`src/rtl/apb_arbiter_if.sv`:
```
// rtl/apb_arbiter_if.sv - requester handshake and APB bus bundle for apb_arbiter
interface apb_arbiter_if #(
    parameter int NUM_REQ    = 2,
    parameter int DATA_WIDTH = 32,
    parameter int ADDR_WIDTH = 32
);
    logic [NUM_REQ-1:0]            req_i;
    logic [NUM_REQ-1:0]            write_i;
    logic [NUM_REQ*ADDR_WIDTH-1:0] addr_i;
    logic [NUM_REQ*DATA_WIDTH-1:0] wdata_i;
    logic [NUM_REQ-1:0]            done_o;
    logic [NUM_REQ-1:0]            err_o;
    logic [DATA_WIDTH-1:0]         rdata_o;
    logic                          PSEL;
    logic                          PENABLE;
    logic                          PWRITE;
    logic [ADDR_WIDTH-1:0]         PADDR;
    logic [DATA_WIDTH-1:0]         PWDATA;
    logic [DATA_WIDTH-1:0]         PRDATA;
    logic                          PREADY;

    modport master (
        input  req_i, write_i, addr_i, wdata_i, PRDATA, PREADY,
        output done_o, err_o, rdata_o, PSEL, PENABLE, PWRITE, PADDR, PWDATA
    );

    modport slave (
        output req_i, write_i, addr_i, wdata_i, PRDATA, PREADY,
        input  done_o, err_o, rdata_o, PSEL, PENABLE, PWRITE, PADDR, PWDATA
    );
endinterface

```
`src/rtl/apb_arbiter.sv`:
```
// rtl/apb_arbiter.sv - round-robin APB master arbiter with ACCESS-phase timeout
module apb_arbiter #(
    parameter int NUM_REQ    = 2,
    parameter int DATA_WIDTH = 32,
    parameter int ADDR_WIDTH = 32,
    parameter int TIMEOUT    = 16
) (
    input  logic          PCLK,
    input  logic          PRESETn,
    apb_arbiter_if.master bus
);
    localparam int GW = (NUM_REQ > 1) ? $clog2(NUM_REQ) : 1;
    localparam int CW = $clog2(TIMEOUT + 1);

    typedef enum logic [1:0] {IDLE, SETUP, ACCESS, DONE} state_t;

    state_t                  state_q, state_d;
    logic [GW-1:0]           last_grant_q;
    logic [GW-1:0]           winner;
    logic [GW-1:0]           cand;
    logic                    any_req;
    logic                    sel_write;
    logic [ADDR_WIDTH-1:0]   sel_addr;
    logic [DATA_WIDTH-1:0]   sel_wdata;
    logic [CW-1:0]           cnt_q;
    logic                    timed_out;
    logic                    err_q;
    logic                    pwrite_q;
    logic [ADDR_WIDTH-1:0]   paddr_q;
    logic [DATA_WIDTH-1:0]   pwdata_q;
    logic [DATA_WIDTH-1:0]   rdata_q;

    // Walk from farthest to nearest offset so the requester closest after
    // last_grant overwrites any earlier candidate.
    always_comb begin
        winner  = last_grant_q;
        cand    = last_grant_q;
        any_req = 1'b0;
        for (int i = NUM_REQ; i >= 1; i--) begin
            cand = GW'((int'(last_grant_q) + i) % NUM_REQ);
            if (bus.req_i[cand]) begin
                winner  = cand;
                any_req = 1'b1;
            end
        end
    end

    always_comb begin
        sel_write = 1'b0;
        sel_addr  = '0;
        sel_wdata = '0;
        for (int k = 0; k < NUM_REQ; k++) begin
            if (winner == GW'(k)) begin
                sel_write = bus.write_i[k];
                sel_addr  = bus.addr_i[k*ADDR_WIDTH +: ADDR_WIDTH];
                sel_wdata = bus.wdata_i[k*DATA_WIDTH +: DATA_WIDTH];
            end
        end
    end

    assign timed_out = (cnt_q + 1'b1) == CW'(TIMEOUT);

    always_ff @(posedge PCLK or negedge PRESETn) begin
        if (!PRESETn) begin
            state_q <= IDLE;
        end else begin
            state_q <= state_d;
        end
    end

    always_comb begin
        state_d     = state_q;
        bus.PSEL    = 1'b0;
        bus.PENABLE = 1'b0;
        bus.done_o  = '0;
        bus.err_o   = '0;
        case (state_q)
            IDLE: begin
                if (any_req) state_d = SETUP;
            end
            SETUP: begin
                bus.PSEL = 1'b1;
                state_d  = ACCESS;
            end
            ACCESS: begin
                bus.PSEL    = 1'b1;
                bus.PENABLE = 1'b1;
                if (bus.PREADY || timed_out) state_d = DONE;
            end
            DONE: begin
                for (int k = 0; k < NUM_REQ; k++) begin
                    bus.done_o[k] = (last_grant_q == GW'(k));
                    bus.err_o[k]  = (last_grant_q == GW'(k)) && err_q;
                end
                state_d = IDLE;
            end
            default: state_d = IDLE;
        endcase
    end

    always_ff @(posedge PCLK or negedge PRESETn) begin
        if (!PRESETn) begin
            last_grant_q <= GW'(NUM_REQ - 1);
            cnt_q        <= '0;
            err_q        <= 1'b0;
            pwrite_q     <= 1'b0;
            paddr_q      <= '0;
            pwdata_q     <= '0;
            rdata_q      <= '0;
        end else begin
            case (state_q)
                IDLE: begin
                    if (any_req) begin
                        last_grant_q <= winner;
                        pwrite_q     <= sel_write;
                        paddr_q      <= sel_addr;
                        pwdata_q     <= sel_wdata;
                        cnt_q        <= '0;
                    end
                end
                ACCESS: begin
                    cnt_q <= cnt_q + 1'b1;
                    if (bus.PREADY) begin
                        rdata_q <= bus.PRDATA;
                        err_q   <= 1'b0;
                    end else if (timed_out) begin
                        rdata_q <= '0;
                        err_q   <= 1'b1;
                    end
                end
                default: ;
            endcase
        end
    end

    assign bus.PWRITE  = pwrite_q;
    assign bus.PADDR   = paddr_q;
    assign bus.PWDATA  = pwdata_q;
    assign bus.rdata_o = rdata_q;
endmodule

```
`src/flat_wrapper.sv`:
```
// flat-port wrapper written by rule: the top's interface ports become plain ports
module apb_arbiter_flat 
#(
    parameter int NUM_REQ    = 2,
    parameter int DATA_WIDTH = 32,
    parameter int ADDR_WIDTH = 32,
    parameter int TIMEOUT    = 16
)
  (PCLK, PRESETn, bus_req_i, bus_write_i, bus_addr_i, bus_wdata_i, bus_PRDATA, bus_PREADY, bus_done_o, bus_err_o, bus_rdata_o, bus_PSEL, bus_PENABLE, bus_PWRITE, bus_PADDR, bus_PWDATA);
  apb_arbiter_if #(.NUM_REQ(NUM_REQ), .DATA_WIDTH(DATA_WIDTH), .ADDR_WIDTH(ADDR_WIDTH)) bus_i ();
  input  logic PCLK;
  input  logic PRESETn;
  input wire logic [$bits(bus_i.req_i)-1:0] bus_req_i;
  input wire logic [$bits(bus_i.write_i)-1:0] bus_write_i;
  input wire logic [$bits(bus_i.addr_i)-1:0] bus_addr_i;
  input wire logic [$bits(bus_i.wdata_i)-1:0] bus_wdata_i;
  input wire logic [$bits(bus_i.PRDATA)-1:0] bus_PRDATA;
  input wire logic [$bits(bus_i.PREADY)-1:0] bus_PREADY;
  output wire logic [$bits(bus_i.done_o)-1:0] bus_done_o;
  output wire logic [$bits(bus_i.err_o)-1:0] bus_err_o;
  output wire logic [$bits(bus_i.rdata_o)-1:0] bus_rdata_o;
  output wire logic [$bits(bus_i.PSEL)-1:0] bus_PSEL;
  output wire logic [$bits(bus_i.PENABLE)-1:0] bus_PENABLE;
  output wire logic [$bits(bus_i.PWRITE)-1:0] bus_PWRITE;
  output wire logic [$bits(bus_i.PADDR)-1:0] bus_PADDR;
  output wire logic [$bits(bus_i.PWDATA)-1:0] bus_PWDATA;
  assign bus_i.req_i = bus_req_i;
  assign bus_i.write_i = bus_write_i;
  assign bus_i.addr_i = bus_addr_i;
  assign bus_i.wdata_i = bus_wdata_i;
  assign bus_i.PRDATA = bus_PRDATA;
  assign bus_i.PREADY = bus_PREADY;
  assign bus_done_o = bus_i.done_o;
  assign bus_err_o = bus_i.err_o;
  assign bus_rdata_o = bus_i.rdata_o;
  assign bus_PSEL = bus_i.PSEL;
  assign bus_PENABLE = bus_i.PENABLE;
  assign bus_PWRITE = bus_i.PWRITE;
  assign bus_PADDR = bus_i.PADDR;
  assign bus_PWDATA = bus_i.PWDATA;
  apb_arbiter #(.NUM_REQ(NUM_REQ), .DATA_WIDTH(DATA_WIDTH), .ADDR_WIDTH(ADDR_WIDTH), .TIMEOUT(TIMEOUT)) u_core (.PCLK(PCLK), .PRESETn(PRESETn), .bus(bus_i));
endmodule
```
`config.mk`:
```
export PLATFORM = sky130hd
export DESIGN_NAME = apb_arbiter_flat
export DESIGN_NICKNAME = d
export VERILOG_FILES = /design/src/rtl/apb_arbiter_if.sv /design/src/rtl/apb_arbiter.sv /design/src/flat_wrapper.sv
export SDC_FILE = /design/constraint.sdc
export NUM_CORES = 1
export LEC_CHECK = 0
export ABC_AREA = 0
export CORE_UTILIZATION = 35
export DETAILED_ROUTE_END_ITERATION = 6
export GPL_ROUTABILITY_DRIVEN = 0
export PLACE_DENSITY_LB_ADDON = 0.1
export SYNTH_ARGS = -nofsm -noshare
export SYNTH_HDL_FRONTEND = slang
export SYNTH_SLANG_ARGS = --single-unit
```
`constraint.sdc`:
```
create_clock -name PCLK -period 2.13 [get_ports PCLK]
set_clock_uncertainty 0.15 [all_clocks]
set_input_delay 0.3195 -clock PCLK [delete_from_list [all_inputs] [get_ports PCLK]]
set_output_delay 0.3195 -clock PCLK [all_outputs]
set_load 0.05 [all_outputs]
```
== Yosys cells after proc, flatten, opt, wreduce, memory -nomap -nowiden ==
Index checks and enable logic that the tools add are counted.
Widths: inputs -> output; s select.

* Mux-type cells: 24
* Reduce and logical (&&, ||, !) cells: 11
* Bitwise gates (word level): 1
* Equality and inequality tests: 6
* Magnitude comparators: 2
* $add $sub $neg: 3

{| class="wikitable"
|+ Operator list
! kind !! number
|-
| $mux 32 || 4
|-
| $mux 1 || 13
|-
| $pmux 5 s2 || 1
|-
| $mux 2 || 4
|-
| $pmux 2 s4 || 1
|-
| $reduce_and 2->1 || 4
|-
| $add 5x1->5 const B || 1
|-
| $eq 5x5->1 const B || 1
|-
| $mux 5 || 1
|-
| $eq 2x2->1 const B || 2
|-
| $lt 1x2->1 const B || 2
|-
| $ne 2x1->1 const B || 2
|-
| $reduce_bool 2->1 || 2
|-
| $add 1x1->1 const B || 2
|-
| $eq 2x1->1 const B || 1
|-
| $logic_and 1x1->1 || 2
|-
| $logic_not 2->1 || 1
|-
| $reduce_or 2->1 || 1
|-
| $logic_or 1x1->1 || 1
|-
| $not 1->1 || 1
|}

* Input port bits: 167
* Register bits after elaboration: 106
* Output and inout port bits: 103
* Logic and storage cells: 55

== Depth between registers and ports, before layout ==
Gate-level depths: netlist of the first run.

* Word-level depth: 7
* Depth in mapped cells: 7
* Mapped depth without buffers: 6

== Worst setup path before layout of the first run ==
OpenSTA, ideal clock, no wires.

* Path kind: reg-to-reg
* From: register u_core.state_q[0]
* To: register u_core.rdata_q[21], in the netlist u_core.bus.rdata_o[21]
* Arrival: 1.748 ns
* Path buffers: 2
* Period minus slack after synthesis: 1.981 ns
* Setup time: 0.083 ns
* Required time: 1.897 ns
* Path slack: 0.149 ns
* Cell stages (with the launch flop): 8
* Path through: dfrtp_1 inv_1 ha_1 and2_1 buf_2 clkbuf_1 a21oi_1 o21ai_0

* Cells in the longest elaborated chain, start to end: 2

{| class="wikitable"
|+ Ends and longest elaborated chain
! what !! line !! RTL
|-
| start, declared || apb_arbiter.sv:17 || <nowiki>state_t state_q, state_d;</nowiki>
|-
| start signal, assigned || apb_arbiter.sv:67 || <nowiki>state_q <= state_d;</nowiki>
|-
| $eq 2x2->1 || apb_arbiter.sv:111 || <nowiki>case (state_q)</nowiki>
|-
| $reduce_and 2->1 (no source line) || n/a ||
|-
| end signal, assigned || apb_arbiter.sv:124 || <nowiki>rdata_q <= bus.PRDATA;</nowiki>
|-
| end, declared || apb_arbiter.sv:31 || <nowiki>logic [DATA_WIDTH-1:0] rdata_q;</nowiki>
|}

Every way passes these cells.
A chain may end at the register's enable or synchronous reset.

== Final worst setup path of the first run ==
* From: register u_core.rdata_q[0], in the netlist u_core.bus.rdata_o[0]
* To: output bus_rdata_o[0]

{| class="wikitable"
|+ RTL lines
! what !! line !! RTL
|-
| end, declared || flat_wrapper.sv:21 || <nowiki>output wire logic [$bits(bus_i.rdata_o)-1:0] bus_rdata_o;</nowiki>
|}

No word-level cell between the ends.

==> results.json, run 1 <==
{
  "outcome": "finished, final reports clean",
  "root_buffer": "clkbuf_16",
  "endpoint_kind": "output pin",
  "fin_crit_sh_pct": 96.05,
  "crit_family": "buffers and inverters",
  "grt_usage_pct": 20.02,
  "power_density_nw_per_um2": 1639,
  "firstDrtPassIters": 4,
  "r2r_end": "u_core.cnt_q[4]",
  "rows": 43,
  "cts_resized": 0,
  "tns_ps": 0,
  "required_ps": 1660,
  "vias": 4620,
  "rsz0062_at_grt": "false",
  "post-route-util_pct": 59.90,
  "use_met2_pct": 35.34,
  "tritoncts": "done",
  "period_minus_slack_ps": 2046,
  "final_common_cell": "clkdlybuf4s50_1",
  "crit_path_max_incr_delay_ps": 860,
  "final_cell_mix": "clkdlybuf4s50_1 (261), dfrtp_1 (105), nand2_1 (74)",
  "yosys_most_used_dff": "dfrtp_1",
  "fp.dieW_um": 123.3,
  "nets": 952,
  "synth-seq-cells": 106,
  "dieHeight_um": 123.3,
  "grt_remaining_overflow": 0,
  "drc_errors": 0,
  "start_kind": "register",
  "grt_pass1_vias": 4554,
  "grt_first_pass_wirelength_um": 23090,
  "relSlewSlack_pct": 62.41,
  "cts_buffer_depth": 2,
  "worst_pin_slew_ps": 562.1,
  "drive_gt1_share_pct": 5.980,
  "grt_max_degree": 97,
  "yosys_warnings": 0,
  "clock-sinks": 106,
  "async_reset_ff_share_pct": 100.0,
  "routed_wl_um": 15150,
  "slowest_stage": "clkdlybuf4s50_1",
  "start_util_pct": 36.53,
  "syn-cell-area_um2": 5150,
  "placed_area_um2": 8135,
  "crit_chain": "clkdlybuf4s50_1",
  "ys_seq_area_share_pct": 51.53,
  "r2r_slack_ps": 280,
  "area_growth_pct": 63.95,
  "grt_busiest_layer": "met2",
  "num_io_pins": 270,
  "drt-initial-drc-count": 268,
  "critPathBufInv": 1,
  "synth_cells": 517,
  "post_drt_via_cell_ratio": 4.783,
  "antenna_found_initial": 0,
  "design_area_um2": 8443,
  "synth_nets": 688,
  "synthDistinctLibCells": 33,
  "final-setup-viol-count": 0,
  "wl_per_cell_um": 15.68,
  "cts_buffers": 9,
  "slew_viol_final": 0,
  "hold_path.class": "primary input to asynchronous set/reset pin",
  "diodes": 0,
  "max_cap_violations": 0,
  "synth.avg_cell_area_um2": 9.961,
  "antenna_left": 0,
  "crit_arrival_ps": 1580,
  "final-hold-violation-count": 0,
  "coreArea_um2": 14100,
  "io_buffers": 269,
  "fmax_mhz": 488.8,
  "grtUsageMet3_pct": 6.227,
  "post-dp-hpwl_um": 11480,
  "path_clk_slew_ps": 70,
  "clock_latency_ps": 350,
  "r2r_cells": 6,
  "met1_usage_pct": 22.77,
  "worst-path-max-fanout": 3,
  "leakage_nw": 3.596,
  "r2r_start": "u_core.state_q[0]",
  "synth_edf_count": 0,
  "dieArea_um2": 15200,
  "path_class": "register to output pin",
  "ir_drop_mv": 0.9540,
  "h-tree-depth": 3
}
==> area by class of cell <==
type,count,area (µm²)
Clock buffer,12,246.5
Clock inverter,4,51.30
Fill cell,1201,5653
Inverter,4,15.01
Multi-Input combinational cell,371,2288
Sequential cell,106,2654
Tap cell,180,225.2
Timing Repair Buffer,289,2963
==> synth_stat cells (all sizes together) (2+ instances only) <==
cell type	number	share of area, %
a22o	3	0.51
mux2i	66	13
clkbuf	17	1.3
buf	19	2.8
ha	4	0.97
nand2b	33	4.0
nor2	2	0.15
and3	3	0.36
a21oi	34	3.4
and2	2	0.24
inv	4	0.29
nor2b	35	4.3
o21ai	106	10
dfrtp	105	51
nand2	74	5.4
==> logic make-up (layout without fill, tap and decap cells) <==
group / count (synthesis) / in the layout / synth area share [%]
AOI/OAI and AO/OA: 148 / 148 / 15.23
adders and majority gates: 4 / 4 / 0.9719
buffers and inverters: 40 / 309 / 4.446
DFF: 106 / 106 / 51.53
muxes: 66 / 66 / 12.83
and+or+nand+nor: 153 / 153 / 14.99
==> per-stage QoR <==
step / setup WS [ps] / hold WS (ps) / instances / power, mW
floorplan: 149.0 / -126.1 / 517 / 9.195
global placement: 100.9 / 115.8 / 949 / 12.08
detailed placement: 41.95 / 113.8 / 949 / 12.26
CTS: 61.99 / 274.0 / 966 / 13.99
global route: 35.19 / 298.3 / 966 / 14.69
finish: 84.12 / 276.2 / 966 / 13.84
==> sequential cells by signal, summed over array words and instances, names as in the netlist <==
register	count
u_core.bus.rdata_o	32
u_core.state_q	2
u_core.bus.PWRITE	1
u_core.bus.PADDR	32
u_core.bus.PWDATA	32
u_core.last_grant_q	1
u_core.cnt_q	5
u_core.err_q	1
==> routing by layer <==
metal / vias up / share of wire (%) / wire length [µm]
met2: 150 / 52 / 7823
met4: 0 / 1.5 / 229
li1: 2297 / - / -
met5: - / 0 / 0
met3: 15 / 7.9 / 1194
met1: 2158 / 39 / 5901
==> power by group <==
| group | internal [mW] | switching, mW | leakage [nW] |
|---|---|---|---|
| combinational | 3.18 | 5.41 | 2.19 |
| sequential | 2.97 | 0.600 | 1.26 |
| clock | 0.945 | 0.741 | 0.143 |
==> worst max path at each step <==
stage / from / endpoint / slack (ps) / cells past startpoint
3_5_place_dp: bus_req_i[1] / u_core.bus.PWDATA[24] / 40 / 5
2_1_floorplan: u_core.state_q[0] / u_core.bus.rdata_o[21] / 150 / 7
5_1_grt: u_core.bus.PWDATA[30] / bus_PWDATA[30] / 40 / 1
3_3_place_gp: bus_req_i[1] / u_core.cnt_q[4] / 100 / 5
4_1_cts: u_core.bus.PWDATA[30] / bus_PWDATA[30] / 60 / 1
6_report: u_core.bus.rdata_o[0] / bus_rdata_o[0] / 80 / 1
==> repair_timing <==
action                                  CTS  global route
endpoints found under the setup margin    0             0
buffers inserted                          0             0
hold buffers                              1             0
endpoints found under the hold margin    24             0
Note: power is estimated with default switching activity, not from simulation.
==> run 2, diff against run 1 <==
CORE_UTILIZATION = 40   (was 35)
==> run 2 against run 1 <==
Net effect: total power grew 1.1%; cell count shrank 0.10%; combinational power grew 0.5%; first-iteration DRC count shrank 28%; largest cell class unchanged; fmax grew 0.64%; routed wire length shrank 0.30%; final area grew 0.62%; clock-buffer cell count is the same; via count grew 2.0%.
==> results.json, run 2 (synthesis gave the netlist of run 1 again) <==
{
  "diodes": 0,
  "max_cap_violations": 0,
  "power_density_nw_per_um2": 1646,
  "leakage_nw": 3.642,
  "post-dp-hpwl_um": 11690,
  "hold_path.class": "primary input to asynchronous set/reset pin",
  "final-hold-violation-count": 0,
  "final_cell_mix": "clkdlybuf4s50_1 (261), dfrtp_1 (105), nand2_1 (74)",
  "start_util_pct": 40.98,
  "antenna_left": 0,
  "tritoncts": "done",
  "drc_errors": 0,
  "grt_remaining_overflow": 0,
  "io_buffers": 269,
  "root_buffer": "clkbuf_16",
  "path_clk_slew_ps": 70,
  "fp.dieW_um": 115.5,
  "routed_wl_um": 15100,
  "drt-initial-drc-count": 192,
  "grt_first_pass_wirelength_um": 23540,
  "dieHeight_um": 115.5,
  "final-setup-viol-count": 0,
  "rsz0062_at_grt": "false",
  "r2r_slack_ps": 280,
  "dieArea_um2": 13330,
  "worstSetupStartpoint": "u_core.bus.PADDR[26]",
  "path_depth": 1,
  "ir_drop_mv": 0.8256,
  "grt_pass1_vias": 4644,
  "path_class": "register to output pin",
  "h-tree-depth": 3,
  "critPathBufInv": 1,
  "r2r_cells": 6,
  "coreArea_um2": 12570,
  "antenna_found_initial": 0,
  "worst_slack_ps": 97.06,
  "relSlewSlack_pct": 62.68,
  "placed_cells": 948,
  "grt_usage_pct": 23.15,
  "cts_setup_buffers": 0,
  "fin_cells": 965,
  "crit_family": "buffers and inverters",
  "area_growth_pct": 64.97,
  "pre_cts_ws_ps": 48.82,
  "worst-path-max-fanout": 2,
  "endpoint_kind": "output pin",
  "post_drt_via_cell_ratio": 4.884,
  "fmax_mhz": 491.9,
  "worst_pin_slew_ps": 558.0,
  "nets": 959,
  "firstDrtPassIters": 6,
  "vias": 4713,
  "wl_per_cell_um": 15.65,
  "slew_viol_final": 0,
  "crit_path_max_incr_delay_ps": 850,
  "num_io_pins": 270,
  "drive_gt1_share_pct": 6.810,
  "post-route-util_pct": 67.60,
  "clock_latency_ps": 340,
  "fin_crit_sh_pct": 95.44,
  "fillers": 998,
  "rows": 41,
  "cts_buffers": 9,
  "outcome": "finished, final reports clean",
  "grt_max_degree": 36,
  "tns_ps": 0,
  "r2r_start": "u_core.state_q[0]",
  "start_kind": "register",
  "clock-sinks": 106,
  "crit_arrival_ps": 1560,
  "final_common_cell": "clkdlybuf4s50_1",
  "period_minus_slack_ps": 2033,
  "required_ps": 1660,
  "cts_buffer_depth": 2,
  "crit_chain": "clkdlybuf4s50_1",
  "r2r_end": "u_core.cnt_q[4]",
  "slowest_stage": "clkdlybuf4s50_1"
}
==> run 2: cell types whose count changed in the layout (fill, tap and decap cells not counted), sizes merged <==
| cell | change |
|---|---|
| buf | +7 |
| bufinv | +1 |
| clkinv | -1 |
| clkinvlp | -1 |
| inv | +1 |
==> run 2: what timing repair did <==
| item | 4_1_cts | 5_1_grt |
|---|---|---|
| endpoints found under the hold margin | 30 | 0 |
| resized for setup | 0 | 0 |
| hold buffers | 1 | 0 |
==> run 2: metal layers <==
metal	routed length, µm	part of all wire [%]	vias to the layer above	GRT usage [%]
met5	0	0	-	0
met4	380	2.5	0	9.697
met3	1137	7.5	24	5.230
met2	7680	51	168	40.68
met1	5905	39	2207	27.28
li1	-	-	2314	-
==> run 2: area by class of cell <==
type,count,area (µm²),area share [%]
clock buffers,12,246.5,2.901
repair buffers,296,3003,35.35
clock inverters,4,73.82,0.8689
well taps,172,215.2,2.533
flip-flops and latches,106,2654,31.24
inverters,4,15.01,0.1767
multi-input cells,371,2288,26.94
==> run 2: worst max path at each step <==
stage	endpoint	slack (ps)
global placement	u_core.cnt_q[4]	90
detailed placement	u_core.cnt_q[4]	50
global route	bus_rdata_o[7]	40
finish	bus_PADDR[26]	100
floorplan	u_core.bus.rdata_o[21]	150
CTS	bus_PADDR[31]	80
==> run 2: power breakdown <==
group          switching, mW  leakage, nW  internal [mW]
logic                   5.41         2.22           3.21
clock network          0.736        0.157           1.07
registers              0.592         1.26           2.97
total                   6.74         3.64           7.24
==> run 2: through the flow <==
stage	hold slack (ps)	area, µm²	total power [mW]
2_1_floorplan	-126.1	5150	9.195
3_3_place_gp	163.2	8165	12.11
3_5_place_dp	158.5	8165	12.28
4_1_cts	331.0	8496	14.12
5_1_grt	352.7	8496	14.81
6_report	308.8	8496	13.98
